===== src/rtl/spi_pkg.sv =====
// Shared definitions for the SPI command/data initiator: opcodes, widths and FSM states.
package spi_pkg;

    localparam int CMD_W  = 10;
    localparam int DATA_W = 8;

    localparam logic [1:0] CMD_WR_ADDR = 2'b00;
    localparam logic [1:0] CMD_WR_DATA = 2'b01;
    localparam logic [1:0] CMD_RD_ADDR = 2'b10;
    localparam logic [1:0] CMD_RD_DATA = 2'b11;

    typedef enum logic [2:0] {
        IDLE,
        SHIFT_OUT,
        GAP,
        SHIFT_IN,
        SS_HOLD
    } state_e;

endpackage


===== src/rtl/spi_sck_gen.sv =====
// SPI clock generator: toggles sck every CLK_DIV cycles while enabled and flags the
// cycle on which sck is about to rise or fall.
module spi_sck_gen #(
    parameter int CLK_DIV = 2
) (
    input  logic clk,
    input  logic rst_n,
    input  logic en_i,
    output logic sck_o,
    output logic rise_o,
    output logic fall_o
);

    localparam int CW = $clog2(CLK_DIV + 1);

    logic [CW-1:0] cnt_q, cnt_d;
    logic          sck_q, sck_d;
    logic          wrap;

    assign wrap = en_i && (cnt_q == CW'(CLK_DIV - 1));

    always_comb begin
        cnt_d = cnt_q;
        sck_d = sck_q;
        if (!en_i) begin
            cnt_d = '0;
            sck_d = 1'b0;
        end else if (wrap) begin
            cnt_d = '0;
            sck_d = ~sck_q;
        end else begin
            cnt_d = cnt_q + CW'(1);
        end
    end

    always_ff @(posedge clk or negedge rst_n) begin
        if (!rst_n) begin
            cnt_q <= '0;
            sck_q <= 1'b0;
        end else begin
            cnt_q <= cnt_d;
            sck_q <= sck_d;
        end
    end

    // Strobes mark the clk edge on which sck changes, so the FSM acts in lockstep with it.
    assign sck_o  = sck_q;
    assign rise_o = wrap && !sck_q;
    assign fall_o = wrap && sck_q;

endmodule


===== src/rtl/spi_master.sv =====
// SPI mode-0 initiator: serialises 10-bit commands MSB first and, for read-data
// commands, clocks back one byte after an optional idle gap.
module spi_master
    import spi_pkg::*;
#(
    parameter int CLK_DIV = 2,
    parameter int RD_GAP  = 1
) (
    input  logic              clk,
    input  logic              rst_n,
    input  logic              cmd_valid,
    output logic              cmd_ready,
    input  logic [CMD_W-1:0]  cmd_data,
    output logic              rsp_valid,
    output logic [DATA_W-1:0] rsp_data,
    output logic              busy,
    output logic              sck,
    output logic              ss_n,
    output logic              mosi,
    input  logic              miso
);

    localparam int BW = $clog2(18 + RD_GAP + 1);
    localparam int HW = $clog2(2 * CLK_DIV);

    state_e            state_q, state_d;
    logic [CMD_W-1:0]  shift_q, shift_d;
    logic [1:0]        op_q, op_d;
    logic [BW-1:0]     bit_q, bit_d;
    logic [HW-1:0]     hold_q, hold_d;
    logic [DATA_W-1:0] rx_q, rx_d;
    logic [DATA_W-1:0] rsp_q, rsp_d;
    logic              rsp_valid_q, rsp_valid_d;
    logic              ss_n_q, ss_n_d;
    logic              sck_en, sck_rise, sck_fall;

    assign sck_en = (state_q == SHIFT_OUT) || (state_q == GAP) || (state_q == SHIFT_IN);

    spi_sck_gen #(.CLK_DIV(CLK_DIV)) u_sck_gen (
        .clk    (clk),
        .rst_n  (rst_n),
        .en_i   (sck_en),
        .sck_o  (sck),
        .rise_o (sck_rise),
        .fall_o (sck_fall)
    );

    always_comb begin
        state_d     = state_q;
        shift_d     = shift_q;
        op_d        = op_q;
        bit_d       = bit_q;
        hold_d      = hold_q;
        rx_d        = rx_q;
        rsp_d       = rsp_q;
        rsp_valid_d = 1'b0;
        ss_n_d      = ss_n_q;
        case (state_q)
            IDLE: begin
                if (cmd_valid) begin
                    state_d = SHIFT_OUT;
                    shift_d = cmd_data;
                    op_d    = cmd_data[9:8];
                    bit_d   = '0;
                    ss_n_d  = 1'b0;
                end
            end
            SHIFT_OUT: begin
                if (sck_fall) begin
                    if (bit_q == BW'(CMD_W - 1)) begin
                        bit_d = '0;
                        if (op_q == CMD_RD_DATA) begin
                            state_d = (RD_GAP > 0) ? GAP : SHIFT_IN;
                        end else begin
                            state_d = SS_HOLD;
                            ss_n_d  = 1'b1;
                            hold_d  = '0;
                        end
                    end else begin
                        bit_d   = bit_q + BW'(1);
                        shift_d = {shift_q[CMD_W-2:0], 1'b0};
                    end
                end
            end
            GAP: begin
                if (sck_fall) begin
                    if (bit_q == BW'(RD_GAP - 1)) begin
                        state_d = SHIFT_IN;
                        bit_d   = '0;
                    end else begin
                        bit_d = bit_q + BW'(1);
                    end
                end
            end
            SHIFT_IN: begin
                if (sck_rise) begin
                    rx_d = {rx_q[DATA_W-2:0], miso};
                end
                if (sck_fall) begin
                    if (bit_q == BW'(DATA_W - 1)) begin
                        rsp_d       = rx_q;
                        rsp_valid_d = 1'b1;
                        ss_n_d      = 1'b1;
                        hold_d      = '0;
                        state_d     = SS_HOLD;
                    end else begin
                        bit_d = bit_q + BW'(1);
                    end
                end
            end
            SS_HOLD: begin
                // IDLE is entered on the edge that ends the deselect window; the next accept follows.
                if (hold_q == HW'(2 * CLK_DIV - 1)) begin
                    state_d = IDLE;
                end else begin
                    hold_d = hold_q + HW'(1);
                end
            end
            default: state_d = IDLE;
        endcase
    end

    always_ff @(posedge clk or negedge rst_n) begin
        if (!rst_n) begin
            state_q     <= IDLE;
            shift_q     <= '0;
            op_q        <= '0;
            bit_q       <= '0;
            hold_q      <= '0;
            rx_q        <= '0;
            rsp_q       <= '0;
            rsp_valid_q <= 1'b0;
            ss_n_q      <= 1'b1;
        end else begin
            state_q     <= state_d;
            shift_q     <= shift_d;
            op_q        <= op_d;
            bit_q       <= bit_d;
            hold_q      <= hold_d;
            rx_q        <= rx_d;
            rsp_q       <= rsp_d;
            rsp_valid_q <= rsp_valid_d;
            ss_n_q      <= ss_n_d;
        end
    end

    assign cmd_ready = (state_q == IDLE);
    assign busy      = !cmd_ready;
    assign ss_n      = ss_n_q;
    assign mosi      = (state_q == SHIFT_OUT) && shift_q[CMD_W-1];
    assign rsp_valid = rsp_valid_q;
    assign rsp_data  = rsp_q;

endmodule


===== config.mk =====
export PLATFORM = sky130hd
export DESIGN_NAME = spi_master
export DESIGN_NICKNAME = d
export VERILOG_FILES = /design/src/rtl/spi_pkg.sv /design/src/rtl/spi_sck_gen.sv /design/src/rtl/spi_master.sv
export SDC_FILE = /design/constraint.sdc
export NUM_CORES = 1
export LEC_CHECK = 0
export BUFFER_PORTS_ARGS = -buffer_cell sky130_fd_sc_hd__buf_2
export CORE_UTILIZATION = 50
export DETAILED_ROUTE_END_ITERATION = 10
export GPL_ROUTABILITY_DRIVEN = 0
export HOLD_SLACK_MARGIN = 0.08
export PLACE_DENSITY_LB_ADDON = 0.3
export SLEW_MARGIN = 20
export SYNTH_ARGS = -nofsm -noshare
export SYNTH_HDL_FRONTEND = slang
export SYNTH_SLANG_ARGS = --single-unit

===== constraint.sdc =====
create_clock -name clk -period 2 [get_ports clk]
set_input_delay 0.2 -clock clk [delete_from_list [all_inputs] [get_ports clk]]
set_output_delay 0.2 -clock clk [all_outputs]
set_load 0.02 [all_outputs]

* Yosys cells after proc, flatten, opt, wreduce, memory -nomap -nowiden
Index checks and enable logic that the tools add are counted.
** Word-level totals
- Register bits :: 43
- Input bits :: 14
** Cells by class
- Add/sub/neg operators :: 3
- Eq/ne operators :: 22
- Mux-type cells :: 43
- Bitwise operators :: 1
- Reductions and logical operators :: 22
** Operators with widths (count)
- $mux W5 :: 7
- $mux W10 :: 3
- $mux W3 :: 9
- $ne A2 B2 Y1 const B :: 10
- $pmux W10 S2 :: 1
- $pmux W5 S4 :: 1
- $mux W2 :: 8
- $pmux W3 S5 :: 1
- $reduce_and A7 Y1 :: 2
- $mux W1 :: 11
- $reduce_and A8 Y1 :: 1
- $eq A3 B2 Y1 const B :: 2
- $ne A2 B1 Y1 const B :: 3
- $pmux W2 S3 :: 1
- $reduce_and A6 Y1 :: 1
- $reduce_bool A3 Y1 :: 2
- $add A5 B1 Y5 const B :: 1
- $eq A5 B3 Y1 const B :: 1
- $eq A5 B4 Y1 const B :: 1
- $logic_not A5 Y1 :: 1
- $add A2 B1 Y2 const B :: 2
- $eq A2 B2 Y1 const B :: 2
- $logic_and A1 B1 Y1 :: 4
- $reduce_and A2 Y1 :: 2
- 12 further kinds :: 14

* Logic depth before layout (Yosys ltp)
- Depth after elaboration :: 7
- Depth in mapped cells :: 6
- Depth with buffers taken out :: 6

* By module
A second synthesis with hierarchy kept.
** Unflattened totals
- Cell total of the unflattened synthesis :: 175
- Area, all modules :: 2026.9 um2
** Modules (own cells, without submodules)
- spi_master :: times used 1, cells each 164, area each 1901.8 um2
- spi_sck_gen :: times used 1, cells each 11, area each 125.1 um2

* Worst setup path after synthesis
Ideal clock, no wire load.
- Kind :: reg-to-reg
- Start :: register state_q[2]
- End :: register bit_q[2]
- Data arrival time :: 1.921 ns
- Required time :: 1.884 ns
- Setup slack :: -0.036 ns
- Cell stages (with the launch flop) :: 6
- Period minus slack after synthesis :: 2.036 ns
- Cells stage by stage :: dfrtp_1 -> buf_2 -> nor3_1 -> nand2_2 -> o2bb2ai_1 -> o311ai_0
** Between the ends
- Elaborated cells between the ends (all ways) :: 16
- Those cells by class :: 8 x eq/ne; 1 x mux; 7 x reduce/logical
** RTL lines
- start, declared :: RTL line spi_master.sv:26 : state_e state_q, state_d;
- start signal, assigned :: RTL line spi_master.sv:135 : state_q <= state_d;
- $logic_not A3 Y1 (*)
- named net cmd_ready :: RTL line spi_master.sv:12 : output logic cmd_ready,
- $reduce_bool A4 Y1 (no line) / $ne A2 B2 Y1 (equally long branches)
- $reduce_and A6 Y1 (no line)
- end signal, assigned :: RTL line spi_master.sv:138 : bit_q <= bit_d;
- end, declared :: RTL line spi_master.sv:29 : logic [BW-1:0] bit_q, bit_d;
The timed path passes the listed nets; every way through them passes the cells marked *.
A chain may end at the register's enable or synchronous reset.

* Final worst setup path
- Start :: register bit_q[0]
- End :: register shift_q[8]
** Between the ends
- Longest elaborated chain between the ends :: 3
** Ends and longest elaborated chain
- $eq A5 B4 Y1 :: RTL line spi_master.sv:70 : if (bit_q == BW'(CMD_W - 1)) begin
- $ne A2 B2 Y1 (no line)
- $reduce_and A4 Y1 (no line)
- end signal, assigned :: RTL line spi_master.sv:136 : shift_q <= shift_d;
- end, declared :: RTL line spi_master.sv:27 : logic [CMD_W-1:0] shift_q, shift_d;
No other way between the ends.

==> results.ini <==
[route]
drt.antenna.violating_nets = 0
route.detailed.wl_per_inst_um = 14.0
route.detailed.drc = 0
route.vias.total = 1364
drt_first_iter_violations = 79
route.detailed.vias_per_inst = 5.52
postRouteWirelength_mm = 3.47
initial_drt_pass_iterations = 4

[floorplan]
die_width_um = 66.1
io_pins = 28
initial_core_util = 0.540
rows = 22
floorplan.core_area_um2 = 3800
chipHeight_um = 66.1
area_of_the_die_um2 = 4360

[placed_design]
portBuffers = 27
place.detailed.hpwl_mm = 2.56

[critical_path]
critPathCapture = shift_q[8]
crit_path_max_fanout = 10
r2r-start = bit_q[0]
critPathLaunchType = flip-flop
setup.worst_path.start = bit_q[0]
timing.critical_path.to_type = flip-flop
setup.worst_path.class = reg -> reg
arrival_ps = 2070
worst-r2r-setup-slack_ps = 100
regToRegEndpoint = shift_q[8]
worstPathRequired_ps = 2170
worst_r2r_path_depth = 5

[logic_synthesis]
ys_seq_elements = 43
yosys_warnings = 0
postSynthAreaPerCell_um2 = 12.9
netlist_instances = 159
synth_fp_nets = 177
synth_ff_type = dfrtp_1
synth-seq-area-share = 0.525
synth_async_sr_flop_share = 1.00
synth_cell_type_count = 37
synth_edf_count = 0
syn-cell-area_um2 = 2050

[layout]
n_fill_cell = 294
post-route-util = 0.635
antenna_cells_inserted = 0
nets = 216
final_layout_size_suffix_gt1_frac = 0.467
syn_to_final_growth_pct = 17.6
most_common_cell_after_layout_fill_and_taps_aside = dfrtp_1
most-common-layout-cells = dfrtp_1 (42), mux2_2 (37), buf_2 (27)

[clock_network]
cts.clk_slew.worst_paths_ps = 70
h-tree-depth = 2
numCtsBuffers = 5
tritoncts = done
worstSkewPairLatency_ps = 290
clk_path_buf_depth = 2
clock-root-buffer = clkbuf_8
clock_sinks = 43

[sta]
final-hold-violation-count = 0
holdWs_ps = 145
timing.final.max_slew_violations = 0
timing.fmax_ghz = 0.527
worst-slew-pin-transition_ps = 915
timing.setup.tns_ps = 0
timing.final.setup_violations = 0
finalCriticalPeriod_ps = 1900
rsz0062_at_grt = false
skew_ps = 2.96
final.period_utilization = 0.950
timing.slew.headroom = 0.390

[global_routing]
grt_pass1_vias = 1418
grt_antenna_before_repair = 0
maximum_number_of_pins_on_one_net_before_global_route_repair = 44
grt_pass1_wl_mm = 6.11
track_usage = 0.188
global_route.overflow_total = 0

[pwr]
cellPowerDensity_nw_per_um2 = 896
vdd_drop_max_mv = 0.575
post-layout-total-power_w = 0.00216
share_comb_of_total_power = 0.261
power.leakage_nw = 1.21
internal-power_w = 0.00152
share_seq_of_total_power = 0.504
power.share.clock = 0.235
p_switching_w = 0.000642
swShare = 0.297

[job]
max-cap-violations = 0

[outcome]
outcome = complete, no violations

[hold_path]
class_of_the_tightest_hold_or_removal_check = in -> reg

==> cell type report <==
cell class                 instances  area (um2)  share of cell area
sequential                        43        1080               0.447
clock inverter                     1        5.00             0.00207
multi-input combinational        104         938               0.389
tap                               48        60.1              0.0249
clock buffer                       7        76.3              0.0316
timing repair buffer              38         233              0.0965
inverter                           6        22.5             0.00934
==> Yosys cell counts (all sizes together) (3+ instances only) <==
cell type,count,area [um2]
nand2,4,17.5
o211ai,5,37.5
nand2b,4,25.0
mux2,37,417
dfrtp,42,1050
o21ai,3,15.0
clkbuf,3,11.3
nor2b,3,18.8
ha,4,50.1
inv,6,22.5
buf,3,17.5
nand3,7,35.0
nor3,5,25.0
nor2,6,22.5
==> flip-flops by register name, indices dropped and copies added, names as in the netlist <==
signal and count:
shift_q 10, rsp_data 8, rx_q 8, bit_q 5, state_q 3, hold_q 2, op_q 2, u_sck_gen.cnt_q 2
rsp_valid 1, ss_n 1, u_sck_gen.sck_o 1
==> cell families (layout without fill, tap and decap cells) <==
group                      count (synthesis)  count (layout)  share of synthesized area
DFF                                       43              43                      0.525
adders and majority gates                  4               4                     0.0244
buffers and inverters                     12              52                     0.0250
and+or+nand+nor                           41              41                      0.130
xor gates and xnor gates                   1               1                    0.00427
AOI/OAI and AO/OA                         19              19                     0.0781
muxes                                     39              39                      0.213
==> through the flow <==
step / cells / worst slack [ps] / instance area, um2
2_1_floorplan: 159 / 74.5 / 2060
3_3_place_gp: 238 / 143 / 2310
3_5_place_dp: 238 / 110 / 2310
4_1_cts: 247 / 89.9 / 2400
5_1_grt: 247 / 4.89 / 2410
6_report: 247 / 101 / 2410
==> power groups by stage <==
stage / Clock, W / Sequential [W] / Combinational [W]
floorplan: 0 / 0.00107 / 0.000409
global placement: 0 / 0.00109 / 0.000531
detailed placement: 0 / 0.00110 / 0.000563
CTS: 0.000537 / 0.00109 / 0.000566
global route: 0.000576 / 0.00110 / 0.000631
finish: 0.000509 / 0.00109 / 0.000564
==> worst max-delay path, cell delays in order, from the launching register on <==
cell      delay [ps]
dfrtp_1          440
ha_1             250
a311o_1          350
a211oi_4         250
buf_12           160
mux2_2           330
==> what timing repair did <==
action / in CTS / in global routing
hold buffers: 1 / 0
endpoints found under the setup margin: 0 / 2
hold endpoints to repair: 42 / 0
resized for setup: 0 / 2
buffers inserted: 0 / 0
==> metal layers <==
layer | share of wire | vias to the layer above | global-route usage
met3 | 0.039 | 6 | 0.0586
met4 | 0.014 | 0 | 0.0665
met2 | 0.50 | 36 | 0.302
li1 | - | 646 | -
met1 | 0.44 | 676 | 0.240
met5 | 0 | - | 0
==> worst min-delay path by stage <==
stage	start	end	slack (ps)	depth (start not counted)
global placement	rst_n	rsp_valid	370	1
finish	miso	rx_q[0]	150	2
CTS	miso	rx_q[0]	130	2
floorplan	rst_n	bit_q[0]	-100	0
detailed placement	rst_n	u_sck_gen.sck_o	390	1
global route	miso	rx_q[0]	130	2
No activity file was read; power rests on OpenSTA's default activity.
